**config.mk**
```make
export PLATFORM = sky130hd
export DESIGN_NAME = vanilla_sb_clear_arbiter
export DESIGN_NICKNAME = d
export VERILOG_FILES = /design/src/rtl/vanilla_sb_clear_arbiter_pkg.sv /design/src/rtl/vanilla_sb_clear_channel.sv /design/src/rtl/vanilla_sb_clear_arbiter.sv
export SDC_FILE = /design/constraint.sdc
export NUM_CORES = 1
export LEC_CHECK = 0
export BUFFER_PORTS_ARGS = -buffer_cell sky130_fd_sc_hd__buf_2
export CAP_MARGIN = 20
export CORE_ASPECT_RATIO = 0.5
export CORE_UTILIZATION = 30
export DETAILED_ROUTE_END_ITERATION = 10
export GPL_TIMING_DRIVEN = 0
export PLACE_DENSITY_LB_ADDON = 0.25
export RECOVER_POWER = 25
export SETUP_SLACK_MARGIN = 0.4
export SYNTH_ARGS = -nofsm -noshare
export SYNTH_HDL_FRONTEND = slang
export SYNTH_HIERARCHICAL = 1
export SYNTH_SLANG_ARGS = --single-unit
```
**constraint.sdc**
```tcl
create_clock -name clk_i -period 2.59 [get_ports clk_i]
set_clock_uncertainty 0.05 [all_clocks]
set_input_delay 0.1295 -clock clk_i [delete_from_list [all_inputs] [get_ports clk_i]]
set_output_delay 0.1295 -clock clk_i [all_outputs]
set_load 0.005 [all_outputs]
```
**src/rtl/vanilla_sb_clear_arbiter_pkg.sv**
```systemverilog
// Shared types for the scoreboard clear arbiter: channel FSM states and the
// per-requester clear request record.
package bsg_vanilla_pkg;

  localparam int RV32_reg_addr_width_gp = 5;

  typedef enum logic [0:0] {
    CHAN_NORMAL = 1'b0,
    CHAN_FORCE  = 1'b1
  } sb_clear_state_e;

  typedef struct packed {
    logic                              float;
    logic [RV32_reg_addr_width_gp-1:0] id;
  } sb_clear_req_s;

endpackage

```
**src/rtl/vanilla_sb_clear_channel.sv**
```systemverilog
// One scoreboard-clear channel: round-robin pick among its requesters,
// starvation counter with a NORMAL/FORCE FSM, and registered clear outputs.
module vanilla_sb_clear_channel
  import bsg_vanilla_pkg::*;
#(
  parameter int num_req_p        = 4,
  parameter int reg_addr_width_p = RV32_reg_addr_width_gp,
  parameter int starve_limit_p   = 15
) (
  input  logic                                  clk_i,
  input  logic                                  reset_n_i,
  input  logic [num_req_p-1:0]                  v_i,
  input  logic [num_req_p*reg_addr_width_p-1:0] id_i,
  input  logic                                  busy_i,
  output logic [num_req_p-1:0]                  yumi_o,
  output logic                                  stall_o,
  output logic                                  clear_o,
  output logic [reg_addr_width_p-1:0]           clear_id_o
);

  localparam int ptr_width_lp = (num_req_p > 1) ? $clog2(num_req_p) : 1;
  localparam int cnt_width_lp = $clog2(starve_limit_p + 1);
  localparam logic [cnt_width_lp-1:0] cnt_limit_lp = cnt_width_lp'(starve_limit_p);

  sb_clear_state_e             state_d, state_q;
  logic [ptr_width_lp-1:0]     ptr_d, ptr_q, cand_s, grant_idx_s;
  logic [cnt_width_lp-1:0]     cnt_d, cnt_q;
  logic                        found_s, pending_s, grant_s;
  logic                        stall_d, stall_q, clear_d, clear_q;
  logic [reg_addr_width_p-1:0] clear_id_d, clear_id_q, id_sel_s;

  assign pending_s = |v_i;

  // Round-robin search starting at the pointer.
  always_comb begin
    found_s     = 1'b0;
    grant_idx_s = {ptr_width_lp{1'b0}};
    cand_s      = {ptr_width_lp{1'b0}};
    for (int i = 0; i < num_req_p; i++) begin
      cand_s = ptr_width_lp'((int'(ptr_q) + i) % num_req_p);
      if (!found_s && v_i[cand_s]) begin
        found_s     = 1'b1;
        grant_idx_s = cand_s;
      end else begin
        found_s = found_s;
      end
    end
  end

  // Starvation FSM; the counter saturates at the limit while we move to FORCE.
  always_comb begin
    state_d = state_q;
    cnt_d   = cnt_q;
    grant_s = 1'b0;
    case (state_q)
      CHAN_NORMAL: begin
        if (!pending_s) begin
          cnt_d = {cnt_width_lp{1'b0}};
        end else if (!busy_i) begin
          grant_s = 1'b1;
          cnt_d   = {cnt_width_lp{1'b0}};
        end else if (cnt_q == cnt_limit_lp) begin
          state_d = CHAN_FORCE;
        end else begin
          cnt_d = cnt_q + cnt_width_lp'(1);
        end
      end
      CHAN_FORCE: begin
        grant_s = pending_s;
        cnt_d   = {cnt_width_lp{1'b0}};
        state_d = CHAN_NORMAL;
      end
      default: begin
        cnt_d   = {cnt_width_lp{1'b0}};
        state_d = CHAN_NORMAL;
      end
    endcase
    grant_s = grant_s & reset_n_i;
  end

  // Grant side effects: pointer advance and the ID captured for next cycle.
  always_comb begin
    id_sel_s = {reg_addr_width_p{1'b0}};
    for (int k = 0; k < num_req_p; k++) begin
      if (grant_idx_s == ptr_width_lp'(k)) begin
        id_sel_s = id_i[k*reg_addr_width_p +: reg_addr_width_p];
      end else begin
        id_sel_s = id_sel_s;
      end
    end
    if (grant_s) begin
      ptr_d      = ptr_width_lp'((int'(grant_idx_s) + 1) % num_req_p);
      clear_id_d = id_sel_s;
    end else begin
      ptr_d      = ptr_q;
      clear_id_d = clear_id_q;
    end
    clear_d = grant_s;
    stall_d = (state_d == CHAN_FORCE);
  end

  // Channel state and output registers.
  always_ff @(posedge clk_i or negedge reset_n_i) begin
    if (!reset_n_i) begin
      state_q    <= CHAN_NORMAL;
      cnt_q      <= {cnt_width_lp{1'b0}};
      ptr_q      <= {ptr_width_lp{1'b0}};
      stall_q    <= 1'b0;
      clear_q    <= 1'b0;
      clear_id_q <= {reg_addr_width_p{1'b0}};
    end else begin
      state_q    <= state_d;
      cnt_q      <= cnt_d;
      ptr_q      <= ptr_d;
      stall_q    <= stall_d;
      clear_q    <= clear_d;
      clear_id_q <= clear_id_d;
    end
  end

  assign yumi_o     = grant_s ? (num_req_p'(1'b1) << grant_idx_s) : {num_req_p{1'b0}};
  assign stall_o    = stall_q;
  assign clear_o    = clear_q;
  assign clear_id_o = clear_id_q;

endmodule

```
**src/rtl/vanilla_sb_clear_arbiter.sv**
```systemverilog
// Scoreboard clear arbiter: splits requesters into independent int and float
// channels by their float flag and merges the per-channel yumis.
module vanilla_sb_clear_arbiter
  import bsg_vanilla_pkg::*;
#(
  parameter int num_req_p        = 4,
  parameter int reg_addr_width_p = RV32_reg_addr_width_gp,
  parameter int starve_limit_p   = 15
) (
  input  logic                                  clk_i,
  input  logic                                  reset_n_i,
  input  logic [num_req_p-1:0]                  req_v_i,
  input  logic [num_req_p-1:0]                  req_float_i,
  input  logic [num_req_p*reg_addr_width_p-1:0] req_id_i,
  output logic [num_req_p-1:0]                  req_yumi_o,
  input  logic                                  int_port_busy_i,
  input  logic                                  float_port_busy_i,
  output logic                                  int_stall_o,
  output logic                                  float_stall_o,
  output logic                                  int_sb_clear_o,
  output logic [reg_addr_width_p-1:0]           int_sb_clear_id_o,
  output logic                                  float_sb_clear_o,
  output logic [reg_addr_width_p-1:0]           float_sb_clear_id_o
);

  logic [num_req_p-1:0] int_v_s, float_v_s, int_yumi_s, float_yumi_s;

  assign int_v_s   = req_v_i & ~req_float_i;
  assign float_v_s = req_v_i &  req_float_i;

  vanilla_sb_clear_channel #(
    .num_req_p(num_req_p), .reg_addr_width_p(reg_addr_width_p), .starve_limit_p(starve_limit_p)
  ) int_chan (
    .clk_i(clk_i), .reset_n_i(reset_n_i), .v_i(int_v_s), .id_i(req_id_i),
    .busy_i(int_port_busy_i), .yumi_o(int_yumi_s), .stall_o(int_stall_o),
    .clear_o(int_sb_clear_o), .clear_id_o(int_sb_clear_id_o)
  );

  vanilla_sb_clear_channel #(
    .num_req_p(num_req_p), .reg_addr_width_p(reg_addr_width_p), .starve_limit_p(starve_limit_p)
  ) float_chan (
    .clk_i(clk_i), .reset_n_i(reset_n_i), .v_i(float_v_s), .id_i(req_id_i),
    .busy_i(float_port_busy_i), .yumi_o(float_yumi_s), .stall_o(float_stall_o),
    .clear_o(float_sb_clear_o), .clear_id_o(float_sb_clear_id_o)
  );

  assign req_yumi_o = int_yumi_s | float_yumi_s;

endmodule

```
After elaboration in Yosys (flattened, before gate mapping)
Index checks and enable logic that the tools add are counted.
{"block": "word_totals", "word_cells": 126, "register_bits": 26, "out_inout_bits": 18, "input_bits": 32}
{"block": "op_classes", "reduce_logical": 16, "n_lt_le_gt_ge": 8, "add_sub_neg": 10, "n_bitwise": 8, "eq_ne": 10, "muxes": 62, "shifts": 2}
{"operator": "two-way mux 5 bit", "count": 8}
{"operator": "two-way mux 4 bit", "count": 8}
{"operator": "< comparator 2 x 3 -> 1 bit, second input constant", "count": 8}
{"operator": "two-way mux 1 bit", "count": 24}
{"operator": "binary-select mux 1 bit (select 2 bit)", "count": 8}
{"operator": "two-way mux 2 bit", "count": 8}
{"operator": "one-hot mux 4 bit (2 select lines)", "count": 2}
{"operator": "adder 2 x 1 -> 2 bit, second input constant", "count": 4}
{"operator": "adder 2 bit, second input constant", "count": 4}
{"operator": "adder 4 x 1 -> 4 bit, second input constant", "count": 2}
{"operator": "AND 4 bit", "count": 2}
{"operator": "== test 2 bit, second input constant", "count": 4}
{"operator": "== test 4 bit, second input constant", "count": 2}
{"operator": "!= test 4 bit, second input constant", "count": 2}
{"operator": "one-hot mux 1 bit (2 select lines)", "count": 4}
{"operator": "OR reduction 4 bit", "count": 2}
{"operator": "<< shifter 1 x 2 -> 4 bit, first input constant", "count": 2}
{"operator": "logical AND 1 bit", "count": 6}
{"operator": "logical NOT 1 bit", "count": 6}
{"operator": "== test 2 x 1 -> 1 bit, second input constant", "count": 2}
{"operator": "logical NOT 2 bit", "count": 2}
{"operator": "inverter 4 bit", "count": 1}
{"operator": "bitwise OR 4 bit", "count": 1}
{"operator": "AND 1 bit", "count": 2}
{"operator": "inverter 1 bit", "count": 2}

Longest topological paths before layout
{"block": "logic_depth", "ltp_word": 19, "mapped_depth": 9, "mapped_depth_nobuf": 8}

Cells and area by module
The synthesis kept the hierarchy.
{"mod": "vanilla_sb_clear_channel (float_chan)", "instances": 1, "seq_area_each_um2": 325.3, "cells_per_inst": 97, "area_each_um2": 899.6}
{"mod": "vanilla_sb_clear_channel (int_chan)", "instances": 1, "seq_area_each_um2": 325.3, "cells_per_inst": 97, "area_each_um2": 898.4}
{"mod": "vanilla_sb_clear_arbiter", "instances": 1, "seq_area_each_um2": 0.0, "cells_per_inst": 12, "area_each_um2": 75.1}

Worst setup path before layout
No wires, ideal clock.
{"block": "synth_path", "path_kind": "flip-flop to flip-flop", "startpoint": "reg int_chan.ptr_q[0]", "endpoint": "reg int_chan.clear_id_q[3] (netlist: int_chan/clear_id_o[3])", "setup_time_ns": 0.082, "required_ns": 2.458, "stages_incl_launch_ff": 9, "setup_slack_ns": 0.599, "period_less_slack_ns": 1.991, "arrival_time_ns": 1.859, "n_path_buf": 1, "path_cell_list": "dfrtp_1 nor3b_1 a211o_1 o21ai_0 ha_1 clkbuf_1 a21oi_1 a221o_1 a31oi_1"}
{"block": "synth_between", "elab_chain_len": 17, "elab_cells_between_ends": 32, "classes_between": "add/sub: 3; eq/ne: 3; mux: 19; reduce/logical: 7"}
{"element": "from (decl)", "line_no": "vanilla_sb_clear_channel.sv:26", "rtl": "logic [ptr_width_lp-1:0] ptr_d, ptr_q, cand_s, grant_idx_s;"}
{"element": "from (signal assigned)", "line_no": "vanilla_sb_clear_channel.sv:107", "rtl": "ptr_q <= {ptr_width_lp{1'b0}};"}
{"element": "from (signal assigned)", "line_no": "vanilla_sb_clear_channel.sv:114", "rtl": "ptr_q <= ptr_d;"}
{"element": "branches (longest 11 deep; another with adder 2 x 1 -> 2 bit)"}
{"element": "two-way mux 2 bit (*)", "line_no": "vanilla_sb_clear_channel.sv:41", "rtl": "if (!found_s && v_i[cand_s]) begin"}
{"element": "logical NOT 2 bit", "line_no": "vanilla_sb_clear_channel.sv:85", "rtl": "if (grant_idx_s == ptr_width_lp'(k)) begin"}
{"element": "two-way mux 5 bit (3 in series)", "line_no": "vanilla_sb_clear_channel.sv:85"}
{"element": "two-way mux 5 bit (*)", "line_no": "vanilla_sb_clear_channel.sv:85"}
{"element": "to (signal assigned)", "line_no": "vanilla_sb_clear_channel.sv:110", "rtl": "clear_id_q <= {reg_addr_width_p{1'b0}};"}
{"element": "to (signal assigned)", "line_no": "vanilla_sb_clear_channel.sv:117", "rtl": "clear_id_q <= clear_id_d;"}
{"element": "to (decl)", "line_no": "vanilla_sb_clear_channel.sv:30", "rtl": "logic [reg_addr_width_p-1:0] clear_id_d, clear_id_q, id_sel_s;"}
Every way passes the cells marked *. The select of a mux whose other input is x is not followed.
A chain may end at the register's enable or synchronous reset.

Final worst setup path
{"block": "layout_path", "startpoint": "in reset_n_i", "endpoint": "out req_yumi_o[2]"}
{"block": "layout_between", "elab_chain_len": 3, "elab_cells_between_ends": 5, "classes_between": "mux: 2; bitwise: 3"}
{"element": "from (decl)", "line_no": "vanilla_sb_clear_arbiter.sv:11", "rtl": "input logic reset_n_i,"}
{"element": "AND 1 bit", "line_no": "vanilla_sb_clear_channel.sv:78", "rtl": "grant_s = grant_s & reset_n_i;"}
{"element": "via float_chan.clear_d", "line_no": "vanilla_sb_clear_channel.sv:29", "rtl": "logic stall_d, stall_q, clear_d, clear_q;"}
{"element": "two-way mux 4 bit", "line_no": "vanilla_sb_clear_channel.sv:121", "rtl": "assign yumi_o = grant_s ? (num_req_p'(1'b1) << grant_idx_s) : {num_req_p{1'b0}};"}
{"element": "via float_yumi_s[2]", "line_no": "vanilla_sb_clear_arbiter.sv:26", "rtl": "logic [num_req_p-1:0] int_v_s, float_v_s, int_yumi_s, float_yumi_s;"}
{"element": "bitwise OR 4 bit", "line_no": "vanilla_sb_clear_arbiter.sv:47", "rtl": "assign req_yumi_o = int_yumi_s | float_yumi_s;"}
{"element": "to (decl)", "line_no": "vanilla_sb_clear_arbiter.sv:15", "rtl": "output logic [num_req_p-1:0] req_yumi_o,"}
The timed path passes the listed nets, and every way through them passes these cells.

==> qor.yml <==
floorplanning:
  start_util: 0.3256
  die-area_um2: 6583
  core_area_um2: 5753
  die_h_um: 57.88
  io_pins: 50
  die_w_um: 113.7
  row_count: 19
logic_synthesis:
  yosys.area.top_type_share: 0.3474
  synth_fa_ha_area_frac: 0.06680
  ys_warn_count: 6
  synth_area_um2: 1873
  synth_xor_area_frac: 0.009352
  seq_area_frac_synth: 0.3474
  synth_mux_area_frac: 0.03741
  synth_area_per_cell_um2: 9.092
  synth_area_leaders: "dfrtp_1 35%, a31oi_1 8.0%, ha_1 6.7%, a221o_1 5.3%, nand3b_1 4.8%"
  synth-compound-area-share: 0.2044
  netlist.top_cell.by_area: "dfrtp_1"
  synth_top_family_by_area: "simple AND/OR/NAND/NOR gates"
  ys_ff_latch: 26
  postSynthCellCount: 206
  ys_types: 32
  yosys.area_share.simple: 0.2745
  syn-num-nets: 248
timing:
  setup_viol: 0
  worstMarginPinSlew_ns: 0.8187
  period_share: 0.8990
  setup_tns_ns: 0
  final.min_clock_period_ns: 2.328
  rsz0062_at_grt: "true"
  hold_viol: 0
  slew_headroom: 0.4542
  finalMaxSlewViolations: 0
  max_clock_freq_mhz: 429.5
clock_tree:
  root_buffer: "clkbuf_16"
  clock-sinks: 26
  htreeDepth: 1
  clockBufferDepth: 2
  insertion_delay_ns: 0.27
  clkTransAtPathRegs_ns: 0.07
  numCtsBuffers: 3
  cts_tree: "yes"
placed_design:
  place_inst: 339
  dp_hpwl_um: 3538
  port_buffers: 49
  place_area_um2: 2223
  gp_congestion: 0.7810
hold_path:
  hold_class: "input port to register"
setup_path:
  crit_path_start_kind: "input port"
  cp_max_fo: 15
  required_ns: 2.41
  worstPathArrival_ns: 2.15
  crit_type: "input port to output pin"
  endpoint_kind: "output pin"
route:
  drc: 0
  drt-total-wl_um: 5166
  drt-initial-drc-count: 101
  via_per_inst: 5.064
  drt_first_pass_iters: 5
  ant_nets: 0
  wl_per_cell_um: 14.35
  num_vias: 1823
cells_and_area:
  stdcell_area_um2: 2624
  diodes: 0
  drive_gt1_frac: 0.3913
  stdcell_count: 360
  fill_cells: 577
  area_delta_synth_final_pct: 40.08
  nets: 319
global_routing:
  gr-total-overflow: 0
  antenna_found_initial: 0
  grt_max_degree: 27
  grt.total_usage: 0.1616
  grt_pass1_vias: 1753
  grt_pass1_wl_um: 8328
power_and_ir_drop:
  power_mw: 1.649
  vdd_ir_drop_max_mv: 0.2899
  power_leakage_nw: 1.222
  power_density_nw_per_um2: 628.6
job:
  cap_viol_max_count: 0
run_status:
  outcome: "completed"
worst max-delay path: stages:
cell,delay [ns]
dlygate4sd3_1,0.53
clkbuf_1,0.62
and3_4,0.36
buf_6,0.14
and2_4,0.13
or2_1,0.11
buf_2,0.11
registers in the layout, summed over array words and instances (netlist names):
signal / flops
float_chan/cnt_q: 4
int_chan/ptr_q: 2
int_chan/clear_id_o: 5
int_chan/clear_o: 1
float_chan/ptr_q: 2
int_chan/cnt_q: 4
float_chan/stall_o: 1
float_chan/clear_o: 1
float_chan/clear_id_o: 5
int_chan/stall_o: 1
report_power, final:
part | total [mW] | internal (mW) | switching, mW
clock network | 0.460 | 0.308 | 0.152
logic | 0.639 | 0.363 | 0.276
registers | 0.550 | 0.482 | 0.0679
total | 1.65 | 1.15 | 0.496
cell families (layout without fill, tap and decap cells):
| group | count (synthesis) | count (layout) |
|---|---|---|
| xor gates and xnor gates | 2 | 2 |
| and+or+nand+nor | 85 | 85 |
| adders and majority gates | 10 | 10 |
| buffers and inverters | 22 | 92 |
| muxes | 6 | 6 |
| AOI/OAI and AO/OA | 55 | 55 |
| DFF | 26 | 26 |
worst paths after layout:
kind | slack, ns | start | end | depth (start not counted)
setup / recovery | 0.26 | reset_n_i | req_yumi_o[2] | 7
hold / removal | 0.09 | req_id_i[15] | int_chan/clear_id_o[0] | 3
setup reg to reg | 0.42 | float_chan/ptr_q[1] | float_chan/clear_id_o[3] | 9
hold reg to reg | 0.47 | int_chan/cnt_q[3] | int_chan/cnt_q[3] | 1
max in group asynchronous | 1.43 | reset_n_i | float_chan/clear_id_o[0] | 3
min in group asynchronous | 0.88 | reset_n_i | float_chan/ptr_q[0] | 3
what timing repair did:
item | 4_1_cts | 5_1_grt
resized for setup | 31 | 15
hold buffers | 2 | 0
pin swaps | 10 | 13
buffers inserted | 9 | 6
hold endpoints to repair | 26 | 0
setup endpoints to repair | 14 | 12
synthesized netlist by cell type, drive strengths merged:
library cell	instances
inv	10
clkbuf	8
or2	4
or4	2
nand2	14
buf	4
and3	4
nand3b	12
nor3b	3
dfrtp	26
xnor2	2
o21ai	2
ha	10
or2b	2
a31oi	24
mux2i	4
a211o	2
nand3	6
a41oi	2
a221o	10
nor2b	4
mux2	2
nor2	13
nor3	3
o21a	2
nand2b	6
and2	12
a21o	2
a211oi	1
a21oi	10
cell type report:
class / instances / area, µm² / area share
clock buffer: 3 / 75.07 / 0.02861
tap: 84 / 105.1 / 0.04006
buffer: 12 / 141.4 / 0.05389
multi-input combinational: 158 / 1184 / 0.4511
timing repair buffer: 66 / 397.9 / 0.1516
inverter: 10 / 37.54 / 0.01431
clock inverter: 1 / 30.03 / 0.01144
sequential: 26 / 653.1 / 0.2489
stage by stage:
step | worst slack, ns | util | hold WS [ns]
floorplan | 0.5988 | - | -0.2161
global placement | 0.3464 | 0.3865 | 0.1903
detailed placement | 0.2791 | 0.3865 | 0.2091
CTS | 0.3475 | 0.4402 | 0.08634
global route | 0.1732 | 0.4561 | 0.09527
finish | 0.2617 | 0.4561 | 0.09258
cells in the final DEF, fill, tap and decap left out, types with 8 or more instances in the layout:
cell | synthesis | routed
inv_1 | 10 | 10
and2_4 | 8 | 8
dfrtp_1 | 26 | 24
nor2_1 | 13 | 13
a221o_1 | 10 | 10
buf_4 | 0 | 12
buf_2 | 0 | 48
nand3b_1 | 12 | 12
a31oi_1 | 24 | 24
nand2_1 | 14 | 14
a21oi_1 | 10 | 10
routing by layer:
layer | wire [µm] | share of wire | vias to the layer above | track usage
met1 | 2437 | 0.47 | 869 | 0.2156
met4 | 63 | 0.012 | 0 | 0.05263
met2 | 2482 | 0.48 | 50 | 0.2718
met3 | 183 | 0.035 | 8 | 0.02615
li1 | - | - | 896 | -
met5 | 0 | 0 | - | 0
Power figures use the tool's default switching activity.
